## config.mk

```make
export PLATFORM = sky130hd
export DESIGN_NAME = debug_uart_tx
export DESIGN_NICKNAME = d
export VERILOG_FILES = /design/src/rtl/debug_link_pkg.sv /design/src/rtl/uart_byte_tx.sv /design/src/rtl/debug_uart_tx.sv
export SDC_FILE = /design/constraint.sdc
export NUM_CORES = 1
export LEC_CHECK = 0
export CAP_MARGIN = 20
export CORE_MARGIN = 5
export CORE_UTILIZATION = 39
export CTS_CLUSTER_DIAMETER = 30
export DETAILED_ROUTE_END_ITERATION = 8
export GPL_TIMING_DRIVEN = 0
export PLACE_DENSITY = 0.68
export SYNTH_ARGS = -nofsm -noshare
export SYNTH_HDL_FRONTEND = slang
export SYNTH_HIERARCHICAL = 1
export SYNTH_SLANG_ARGS = --single-unit
```

## constraint.sdc

```tcl
create_clock -name clk -period 5.7 [get_ports clk]
set_input_delay 0.57 -clock clk [delete_from_list [all_inputs] [get_ports clk]]
set_output_delay 0.57 -clock clk [all_outputs]
set_load 0.02 [all_outputs]
```

## src/rtl/debug_link_pkg.sv

```systemverilog
`timescale 1ns/1ps
`default_nettype none
// ============================================================================
// Module   : debug_link_pkg
// Brief    : Shared constants and state encoding for the debug serial link.
// Revision : 1.0 - initial release
// ============================================================================
package debug_link_pkg;

    localparam logic [7:0] SYNC_BYTE_DEFAULT = 8'hA5;
    localparam int         FRAME_BYTES       = 9;
    localparam int         BITS_PER_BYTE     = 10;

    typedef enum logic [1:0] {
        IDLE      = 2'd0,
        START_BIT = 2'd1,
        DATA_BITS = 2'd2,
        STOP_BIT  = 2'd3
    } link_state_t;

endpackage
`default_nettype wire

```

## src/rtl/uart_byte_tx.sv

```systemverilog
`timescale 1ns/1ps
`default_nettype none
// ============================================================================
// Module   : uart_byte_tx
// Brief    : One-byte 8N1 serializer, LSB first, with back-to-back reload.
// Revision : 1.0 - initial release
// ============================================================================
module uart_byte_tx
    import debug_link_pkg::*;
#(
    parameter int CLKS_PER_BIT = 434
) (
    input  logic       clk,
    input  logic       nreset,
    input  logic       byte_valid,
    input  logic [7:0] byte_data,
    output logic       byte_ready,
    output logic       byte_done,
    output logic       tx
);

    localparam int                    c_BAUD_W    = $clog2(CLKS_PER_BIT);
    localparam logic [c_BAUD_W-1:0]   c_BAUD_LAST = c_BAUD_W'(CLKS_PER_BIT - 1);

    link_state_t         r_state,  w_state_nxt;
    logic [c_BAUD_W-1:0] r_baud,   w_baud_nxt;
    logic [2:0]          r_bit,    w_bit_nxt;
    logic [7:0]          r_shift,  w_shift_nxt;
    logic                r_tx,     w_tx_nxt;
    logic                w_bit_end;

    assign w_bit_end  = (r_baud == c_BAUD_LAST);
    assign byte_done  = (r_state == STOP_BIT) && w_bit_end;
    // Accepting at the end of a stop bit removes any idle gap between bytes.
    assign byte_ready = (r_state == IDLE) || byte_done;
    assign tx         = r_tx;

    always_comb begin
        w_state_nxt = r_state;
        w_bit_nxt   = r_bit;
        w_shift_nxt = r_shift;
        w_tx_nxt    = r_tx;
        w_baud_nxt  = ((r_state == IDLE) || w_bit_end) ? '0 : r_baud + 1'b1;
        case (r_state)
            IDLE: begin
                if (byte_valid) begin
                    w_state_nxt = START_BIT;
                    w_shift_nxt = byte_data;
                    w_bit_nxt   = 3'd0;
                    w_tx_nxt    = 1'b0;
                end
            end
            START_BIT: begin
                if (w_bit_end) begin
                    w_state_nxt = DATA_BITS;
                    w_bit_nxt   = 3'd0;
                    w_tx_nxt    = r_shift[0];
                end
            end
            DATA_BITS: begin
                if (w_bit_end) begin
                    if (r_bit == 3'd7) begin
                        w_state_nxt = STOP_BIT;
                        w_tx_nxt    = 1'b1;
                    end else begin
                        w_bit_nxt   = r_bit + 3'd1;
                        w_shift_nxt = {1'b0, r_shift[7:1]};
                        w_tx_nxt    = r_shift[1];
                    end
                end
            end
            STOP_BIT: begin
                if (w_bit_end) begin
                    if (byte_valid) begin
                        w_state_nxt = START_BIT;
                        w_shift_nxt = byte_data;
                        w_bit_nxt   = 3'd0;
                        w_tx_nxt    = 1'b0;
                    end else begin
                        w_state_nxt = IDLE;
                        w_tx_nxt    = 1'b1;
                    end
                end
            end
            default: begin
                w_state_nxt = IDLE;
                w_tx_nxt    = 1'b1;
            end
        endcase
    end

    always_ff @(posedge clk or negedge nreset) begin
        if (!nreset) begin
            r_state <= IDLE;
            r_baud  <= '0;
            r_bit   <= 3'd0;
            r_shift <= 8'd0;
            r_tx    <= 1'b1;
        end else begin
            r_state <= w_state_nxt;
            r_baud  <= w_baud_nxt;
            r_bit   <= w_bit_nxt;
            r_shift <= w_shift_nxt;
            r_tx    <= w_tx_nxt;
        end
    end

endmodule
`default_nettype wire

```

## src/rtl/debug_uart_tx.sv

```systemverilog
`timescale 1ns/1ps
`default_nettype none
// ============================================================================
// Module   : debug_uart_tx
// Brief    : Snapshots the seven CPU debug ports and sends them as one framed
//            UART packet: sync, seven data bytes, 8-bit modular checksum.
// Revision : 1.0 - initial release
// ============================================================================
module debug_uart_tx
    import debug_link_pkg::*;
#(
    parameter int         CLKS_PER_BIT = 434,
    parameter logic [7:0] SYNC_BYTE    = SYNC_BYTE_DEFAULT
) (
    input  logic       clk,
    input  logic       nreset,
    input  logic       start,
    input  logic [7:0] debug_port1,
    input  logic [7:0] debug_port2,
    input  logic [7:0] debug_port3,
    input  logic [7:0] debug_port4,
    input  logic [7:0] debug_port5,
    input  logic [7:0] debug_port6,
    input  logic [7:0] debug_port7,
    output logic       tx,
    output logic       busy,
    output logic       frame_done
);

    localparam logic [3:0] c_LAST_IDX = 4'(FRAME_BYTES - 1);

    logic [7:0] r_snap [7];
    logic [7:0] r_chk;
    logic [3:0] r_idx;
    logic       r_busy;
    logic       r_done;

    logic       w_accept;
    logic       w_last;
    logic [3:0] w_next_idx;
    logic [7:0] w_port_sum;
    logic       w_byte_valid;
    logic       w_byte_ready;
    logic       w_byte_done;
    logic [7:0] w_byte_data;

    assign w_accept     = !r_busy && start;
    assign w_last       = (r_idx == c_LAST_IDX);
    assign w_next_idx   = r_busy ? (r_idx + 4'd1) : 4'd0;
    assign w_byte_valid = w_accept || (r_busy && !w_last);
    assign w_port_sum   = debug_port1 + debug_port2 + debug_port3 + debug_port4
                        + debug_port5 + debug_port6 + debug_port7;

    // The sync byte is a constant, so it can be offered on the very edge the
    // snapshot is taken; later bytes come from the snapshot and checksum.
    always_comb begin
        w_byte_data = SYNC_BYTE;
        if (w_next_idx >= c_LAST_IDX) begin
            w_byte_data = r_chk;
        end else if (w_next_idx != 4'd0) begin
            w_byte_data = r_snap[w_next_idx[2:0] - 3'd1];
        end
    end

    always_ff @(posedge clk or negedge nreset) begin
        if (!nreset) begin
            for (int i = 0; i < 7; i++) begin
                r_snap[i] <= 8'd0;
            end
            r_chk  <= 8'd0;
            r_idx  <= 4'd0;
            r_busy <= 1'b0;
            r_done <= 1'b0;
        end else begin
            r_done <= 1'b0;
            if (w_accept) begin
                r_snap[0] <= debug_port1;
                r_snap[1] <= debug_port2;
                r_snap[2] <= debug_port3;
                r_snap[3] <= debug_port4;
                r_snap[4] <= debug_port5;
                r_snap[5] <= debug_port6;
                r_snap[6] <= debug_port7;
                r_chk     <= w_port_sum;
                r_idx     <= 4'd0;
                r_busy    <= 1'b1;
            end else if (r_busy) begin
                if (w_byte_valid && w_byte_ready) begin
                    r_idx <= r_idx + 4'd1;
                end else if (w_byte_done && w_last) begin
                    r_busy <= 1'b0;
                    r_done <= 1'b1;
                end
            end
        end
    end

    uart_byte_tx #(
        .CLKS_PER_BIT (CLKS_PER_BIT)
    ) u_byte_tx (
        .clk        (clk),
        .nreset     (nreset),
        .byte_valid (w_byte_valid),
        .byte_data  (w_byte_data),
        .byte_ready (w_byte_ready),
        .byte_done  (w_byte_done),
        .tx         (tx)
    );

    assign busy       = r_busy;
    assign frame_done = r_done;

endmodule
`default_nettype wire

```

-- Yosys cells after proc, flatten, opt, wreduce, memory -nomap -nowiden
Cells that the tools add are included.
- bitwise operators: 1
- magnitude comparators: 2
- equality and inequality tests: 12
- add/sub/neg operators: 10
- reduce and logical (&&, ||, !) cells: 20
- multiplexer cells: 43
- operators with widths (operator ; number):
    two-way mux 8 bit ; 8
    adder 8 bit ; 6
    binary-select mux 8 bit (select 3 bit) ; 1
    case mux 8 bit (3 select lines) ; 1
    two-way mux 4 bit ; 4
    two-way mux 1 bit ; 15
    two-way mux 3 bit ; 5
    case mux 3 bit (4 select lines) ; 1
    AND reduction 4 bit ; 3
    two-way mux 2 bit ; 5
    adder 9 x 1 -> 9 bit (second input constant) ; 1
    == test 9 bit (second input constant) ; 1
    two-way mux 9 bit ; 1
    >= comparator 4 bit (second input constant) ; 2
    != test 2 x 1 -> 1 bit (second input constant) ; 4
    case mux 2 bit (4 select lines) ; 1
    logical AND 1 bit ; 5
    AND reduction 5 bit ; 1
    adder 4 x 1 -> 4 bit (second input constant) ; 1
    == test 2 bit (second input constant) ; 2
    == test 4 bit (second input constant) ; 1
    != test 2 bit (second input constant) ; 2
    NOT 3 -> 4 bit ; 1
    case mux 1 bit (4 select lines) ; 1
    11 further kinds ; 15
- word-level logic and storage cells: 104
- output and inout port bits: 3
- bits of input ports: 59
- register bits: 93

-- Logic depth before layout (Yosys ltp)
Gate-level depths: netlist of the first run.
- word-level depth: 12
- mapped depth: 16
- gate-level depth less buffers: 16

-- Modules after synthesis
Netlist of the first run, hierarchy kept.
- by module, submodules not included (module ; cells each ; times used ; area each (sq um) ; sequential area each (sq um)):
    debug_uart_tx ; 467 ; 1 ; 4490.6 ; 1751.7
    uart_byte_tx ; 114 ; 1 ; 1295.0 ; 576.8

-- Worst setup path before layout of the first run
OpenSTA, ideal clock, no wires.
- kind: input port to flip-flop
- from: in debug_port1[3]
- to: reg r_chk[7]
- cell stages on the path: 14
- setup slack: 1737 ps
- data required time: 5564 ps
- setup time: 136 ps
- buffers on the path: 0
- arrival: 3827 ps
- cell sequence: inv_1 > fa_1 > inv_1 > fa_1 > inv_1 > fa_1 > fa_1 > inv_1 > ha_1 > nor2b_1 > o31a_1 > o22ai_1 > xnor2_1 > o21ai_0
- word-level cells in the longest chain between the ends: 6
- RTL lines (element ; line ; source):
    from (decl) ; debug_uart_tx.sv:18 ; input logic [7:0] debug_port1,
    adder 8 bit (3 in series) ; debug_uart_tx.sv:51 ; assign w_port_sum = debug_port1 + debug_port2 + debug_port3 + debug_port4
    adder 8 bit (3 in series) ; debug_uart_tx.sv:52 ; + debug_port5 + debug_port6 + debug_port7;
    to (signal assigned) ; debug_uart_tx.sv:84 ; r_chk <= w_port_sum;
    to (decl) ; debug_uart_tx.sv:33 ; logic [7:0] r_chk;
Every way passes these cells.
A chain may end at the register's enable or synchronous reset.

-- Worst setup path in the final report of the first run
- from: in debug_port1[2]
- to: reg r_chk[7]
Same word-level chain as after synthesis.

==> impl_metrics.env, run 1 <==
export IMPL_critPathKind="input port to flip-flop"
export IMPL_dr_max_layer_used="met4"
export IMPL_diodes=0
export IMPL_p_per_area_mw_per_mm2=494
export IMPL_htree_levels=3
export IMPL_fin_crit_sh=0.759
export IMPL_coreArea_mm2=0.0145
export IMPL_route_met2_wl_um=6550
export IMPL_synth_edf_count=0
export IMPL_maxCapViolCount=0
export IMPL_overflow=0
export IMPL_wl_per_cell_um=15.7
export IMPL_synth_cells=581
export IMPL_clk_latency_ps=350
export IMPL_slew_limit_headroom=0.525
export IMPL_postCtsHoldBufs=0
export IMPL_slew_viol_final=0
export IMPL_place_gp_congestion=0.832
export IMPL_tns_ps=0
export IMPL_finalPower_mw=3.46
export IMPL_grt_max_degree=52
export IMPL_tightestPinTransition_ps=712
export IMPL_crit_chain="clkdlybuf4s50_1 > fa_1 > inv_1 > fa_1 > fa_1 > inv_1 > fa_1 > inv_1 > fa_1 > nor2b_1 > o31a_1 > o22ai_1 > xnor2_1 > o21ai_0"
export IMPL_crit_path_start_kind="input port"
export IMPL_preCtsSetupSlack_ps=1020
export IMPL_antenna_left=0
export IMPL_cts_resized=0
export IMPL_portBuffers=61
export IMPL_route_detailed_drc=0
export IMPL_critical_path_top_delay_family="adder cells"
export IMPL_dieWidth_um=132
export IMPL_dieArea_mm2=0.0174
export IMPL_hold_viol=0
export IMPL_drtPass1Iterations=4
export IMPL_r2r_slack_ps=1800
export IMPL_clock_fmax_ghz=0.231
export IMPL_finClkSkew_ps=5.75
export IMPL_crit_required_ps=5910
export IMPL_grt_usage=0.160
export IMPL_wirelength_um=13200
export IMPL_worst_slack_ps=1370
export IMPL_crit_path_end_kind="flip-flop"
export IMPL_period_minus_slack_ps=4330
export IMPL_cts_buffer_depth=2
export IMPL_synthesis_area_mm2=0.00579
export IMPL_io_pins=62
export IMPL_reg2reg_depth=13
export IMPL_num_vias=4166
export IMPL_worst_path_buf_inv=4
export IMPL_cpPeakStageDelay_ps=560
export IMPL_layout_commonest_cell="nand2_1"
export IMPL_cts_sinks=93
export IMPL_r2r_end="u_byte_tx/r_shift[5]$_DFFE_PN0P_"
export IMPL_ys_flop_type="dfrtp_1"
export IMPL_grt_pass1_vias=4514
export IMPL_vdd_drop_max_mv=0.339
export IMPL_start_util=0.398
export IMPL_yosysSeqAreaShare=0.402
export IMPL_area_growth_pct=21.0
export IMPL_cpMaxStageDelayCell="fa_1"
export IMPL_critPathArrivalTime_ps=4530
export IMPL_met3WireLength_um=613
export IMPL_grt_pass1_wl_um=22200
export IMPL_postCtsSetupRepairBufs=0
export IMPL_cp_num_cells=14
export IMPL_cpMostUsedCell="fa_1"
export IMPL_p_leak_nw=3.43
export IMPL_drtIter0Drc=150
export IMPL_hp_class="input port to asynchronous set/reset pin"
export IMPL_status="completed"
export IMPL_numCtsBuffers=9
export IMPL_fill_cells=1360
export IMPL_drive_above_1_share=0.0956
export IMPL_final_cell_mix="nand2_1, dfrtp_1, inv_1, clkdlybuf4s50_1, o21ai_0"
export IMPL_syn_area_per_cell_um2=9.96
export IMPL_rows=44
export IMPL_rsz0062_at_grt="no"
export IMPL_setup_viol=0
export IMPL_syn_nets=694
export IMPL_cts_tree="yes"
export IMPL_nets=767
export IMPL_yosysUniqueCellTypes=56
export IMPL_ys_ff_latch=93
export IMPL_viasPerCell=4.94
export IMPL_wl_met1_um=5770
export IMPL_die_h_um=132
export IMPL_async_flop_share=1.00
export IMPL_clockRootBuffer="clkbuf_16"
export IMPL_antenna_found_initial=0
export IMPL_cp_max_fo=2
export IMPL_synth_warnings=6
export IMPL_hpwlAfterDp_um=10100
export IMPL_timing_rr_start="busy$_DFF_PN0_"
export IMPL_clkTransAtPathRegs_ps=60
## power by group
group	internal, mW	switching [mW]	leakage (nW)
combinational	0.913	0.939	2.09
sequential	0.808	0.101	1.17
clock	0.441	0.259	0.173
total	2.16	1.30	3.43
## cell usage after synthesis, types with 7 or more instances
master	n	share of area
dfrtp_1	92	0.40
fa_1	32	0.11
xnor2_1	15	0.023
mux2_2	20	0.039
nor2_1	24	0.016
clkbuf_1	17	0.011
a21oi_1	8	0.0069
ha_1	22	0.048
xor2_1	9	0.014
mux4_2	7	0.027
inv_1	76	0.049
mux2i_1	20	0.035
o21ai_0	37	0.032
nand2_1	135	0.088
## routing by layer
| metal | track usage | vias up |
|---|---|---|
| met3 | 0.0416 | 21 |
| met5 | 0 | - |
| met1 | 0.202 | 2047 |
| met2 | 0.268 | 95 |
| li1 | - | 2003 |
| met4 | 0.0514 | 0 |
## kinds of logic (layout without fill, tap and decap cells)
kind of cell,after synthesis,count (layout),share of synthesized area
xor+xnor,26,26,0.0450
flops,93,93,0.402
simple gates,194,194,0.144
fa+ha+maj,54,54,0.158
compound gates,66,66,0.0712
mux,49,49,0.108
buf+inv,99,177,0.0714
## worst max path at each step
stage                               from                endpoint  slack, ps
final                     debug_port1[2]    r_chk[7]$_DFFE_PN0P_       1370
after global routing      debug_port1[2]    r_chk[7]$_DFFE_PN0P_       1180
after CTS                 debug_port1[2]    r_chk[6]$_DFFE_PN0P_       1390
after detailed placement  debug_port1[2]    r_chk[6]$_DFFE_PN0P_       1020
after global placement            nreset  r_snap[26]$_DFFE_PN0P_        630
after floorplan           debug_port1[3]    r_chk[7]$_DFFE_PN0P_       1740
## metrics by stage
step / cell area, um^2 / hold slack, ps / instances / utilization
5_1_grt: 7000 / 252 / 843 / 0.482
3_5_place_dp: 6650 / 464 / 827 / 0.458
6_report: 7000 / 207 / 843 / 0.482
3_3_place_gp: 6630 / 456 / 826 / 0.456
2_1_floorplan: 5790 / 274 / 581 / -
4_1_cts: 7000 / 231 / 843 / 0.482
## sequential cells by signal (all words and copies together) (netlist names)
register	cells
u_byte_tx/r_bit	3
r_chk	8
u_byte_tx/tx	1
r_snap	56
frame_done	1
u_byte_tx/r_state	2
r_idx	4
busy	1
u_byte_tx/r_baud	9
u_byte_tx/r_shift	8
## layout make-up
cell class / instances / area, um^2 / area share
repair buffers: 62 / 636 / 0.0908
plain buffers: 23 / 128 / 0.0182
multi-input cells: 389 / 3040 / 0.435
flip-flops and latches: 93 / 2330 / 0.333
well taps: 184 / 230 / 0.0329
clock buffers: 10 / 239 / 0.0341
inverters: 76 / 285 / 0.0408
clock inverters: 6 / 109 / 0.0156
Power figures use the tool's default switching activity.
==> run 2, diff against run 1 <==
clock period = 4.02 ns   (was 5.7 ns; I/O delays follow)
==> impl_metrics.env, run 2 (synthesis gave the netlist of run 1 again) <==
export IMPL_cp_max_fo=3
export IMPL_diodes=0
export IMPL_stdcell_area_mm2=0.00704
export IMPL_crit_required_ps=4230
export IMPL_critical_path_top_delay_family="adder cells"
export IMPL_cpMaxStageDelayCell="fa_1"
export IMPL_grt_met1_usage=0.203
export IMPL_crit_path_start="debug_port1[3]"
export IMPL_setup_viol=0
export IMPL_wirelength_um=13300
export IMPL_reg_top3="r_snap: 56 flops, u_byte_tx/r_baud: 9 flops"
export IMPL_grt_pass1_vias=4523
export IMPL_hold_viol=0
export IMPL_grt_util_met2=0.269
export IMPL_nets=768
export IMPL_rows=44
export IMPL_cpPeakStageDelay_ps=550
export IMPL_dieWidth_um=132
export IMPL_period_minus_slack_ps=3930
export IMPL_critPathKind="input port to flip-flop"
export IMPL_antenna_left=0
export IMPL_clockRootBuffer="clkbuf_16"
export IMPL_largest_reg_flops=56
export IMPL_portBuffers=61
export IMPL_drive_above_1_share=0.106
export IMPL_seq_area_mm2=0.00233
export IMPL_cts_tree="yes"
export IMPL_fill_cells=1366
export IMPL_grt_max_degree=52
export IMPL_worst_path_buf_inv=5
export IMPL_crit_path_start_kind="input port"
export IMPL_finClkSkew_ps=6.29
export IMPL_numCtsBuffers=9
export IMPL_tns_ps=0
export IMPL_maxCapViolCount=0
export IMPL_wl_per_cell_um=15.7
export IMPL_p_leak_nw=3.48
export IMPL_grt_usage=0.160
export IMPL_slew_limit_headroom=0.524
export IMPL_tightestPinTransition_ps=713
export IMPL_overflow=0
export IMPL_p_per_area_mw_per_mm2=712
export IMPL_drtPass1Iterations=4
export IMPL_final_cell_mix="nand2_1, dfrtp_1, inv_1, clkdlybuf4s50_1, o21ai_0"
export IMPL_critPathArrivalTime_ps=4140
export IMPL_grt_most_used_layer="met2"
export IMPL_crit_path_end_kind="flip-flop"
export IMPL_viasPerCell=4.93
export IMPL_postCtsHoldBufs=0
export IMPL_fin_crit_sh=0.976
export IMPL_hpwlAfterDp_um=10100
export IMPL_dieArea_mm2=0.0174
export IMPL_hp_class="input port to asynchronous set/reset pin"
export IMPL_crit_chain="clkdlybuf4s50_1 > inv_1 > fa_1 > inv_1 > fa_1 > inv_1 > fa_1 > fa_1 > inv_1 > ha_4 > nor2b_2 > o31a_1 > o22ai_2 > xnor2_1 > o21ai_1"
export IMPL_grt_pass1_wl_um=22300
export IMPL_rsz0062_at_grt="yes"
export IMPL_cts_sinks=93
export IMPL_use_met3=0.0416
export IMPL_place_area_mm2=0.00665
export IMPL_drtIter0Drc=141
export IMPL_slew_viol_final=0
export IMPL_antenna_found_initial=0
export IMPL_multiInputGateArea_mm2=0.00307
export IMPL_io_pins=62
export IMPL_clk_latency_ps=350
export IMPL_cts_buffer_depth=2
export IMPL_htree_levels=3
export IMPL_route_detailed_drc=0
export IMPL_die_h_um=132
export IMPL_num_vias=4162
export IMPL_place_gp_congestion=0.832
export IMPL_area_growth_pct=21.7
export IMPL_clock_fmax_ghz=0.255
export IMPL_status="completed"
export IMPL_clkTransAtPathRegs_ps=70
export IMPL_start_util=0.398
export IMPL_vdd_drop_max_mv=0.458
export IMPL_largest_register="r_snap"
export IMPL_timing_rr_start="busy$_DFF_PN0_"
export IMPL_coreArea_mm2=0.0145
export IMPL_layout_commonest_cell="nand2_1"
==> run 2: per-layer routing <==
metal	vias to the layer above	wire length, um
met3	15	718
met1	2047	5690
li1	2007	-
met4	0	204
met2	93	6670
met5	-	0
==> run 2: layout make-up <==
type / count / area share
clock buffer: 10 / 0.0339
multi-input combinational: 389 / 0.436
inverter: 76 / 0.0405
sequential: 93 / 0.331
tap: 184 / 0.0327
timing repair buffer: 64 / 0.0931
clock inverter: 6 / 0.0155
buffer: 22 / 0.0176
==> run 2: power breakdown <==
part	internal, mW	switching (mW)	leakage, nW
Sequential	1.15	0.141	1.17
Clock	0.625	0.367	0.173
Combinational	1.37	1.37	2.13
==> run 2: what timing repair did <==
| item | 4_1_cts | 5_1_grt |
|---|---|---|
| setup endpoints to repair | 3 | 6 |
| endpoints found under the hold margin | 0 | 0 |
| gates resized for setup | 6 | 5 |
| pin swaps | 2 | 8 |
| setup buffers | 0 | 2 |
==> run 2: worst paths after layout <==
path | endpoint | slack [ps] | cells past startpoint
worst min-delay path | r_snap[17]$_DFFE_PN0P_ | 40 | 1
worst max-delay path | r_chk[7]$_DFFE_PN0P_ | 90 | 15
worst max register to register | u_byte_tx/r_shift[0]$_DFFE_PN0P_ | 330 | 12
worst min register to register | r_snap[31]$_DFFE_PN0P_ | 480 | 2
max in group asynchronous | u_byte_tx/tx$_DFFE_PN1P_ | 3270 | 2
min in group clk | r_snap[10]$_DFFE_PN0P_ | 320 | 3
==> run 2: worst reg2reg max path, stage by stage, from the launching register on <==
cell and delay, ps:
dfrtp_1 510, nor2b_4 210, buf_6 180, buf_6 220
buf_6 190, inv_1 80, ha_1 590, buf_2 420
mux4_2 380, mux2i_1 170, a21oi_1 90, mux2_2 290
mux2_2 250
==> run 2: through the flow <==
step / utilization / cells / hold WS, ps / worst slack [ps] / power (mW)
3_3_place_gp: 0.456 / 826 / 456 / -877 / 3.84
5_1_grt: 0.485 / 844 / 83.8 / -71.2 / 5.36
6_report: 0.485 / 844 / 42.2 / 94.9 / 5.01
2_1_floorplan: - / 581 / 106 / 225 / 3.28
3_5_place_dp: 0.458 / 827 / 442 / -489 / 3.93
4_1_cts: 0.483 / 843 / 63.1 / 4.52 / 5.00
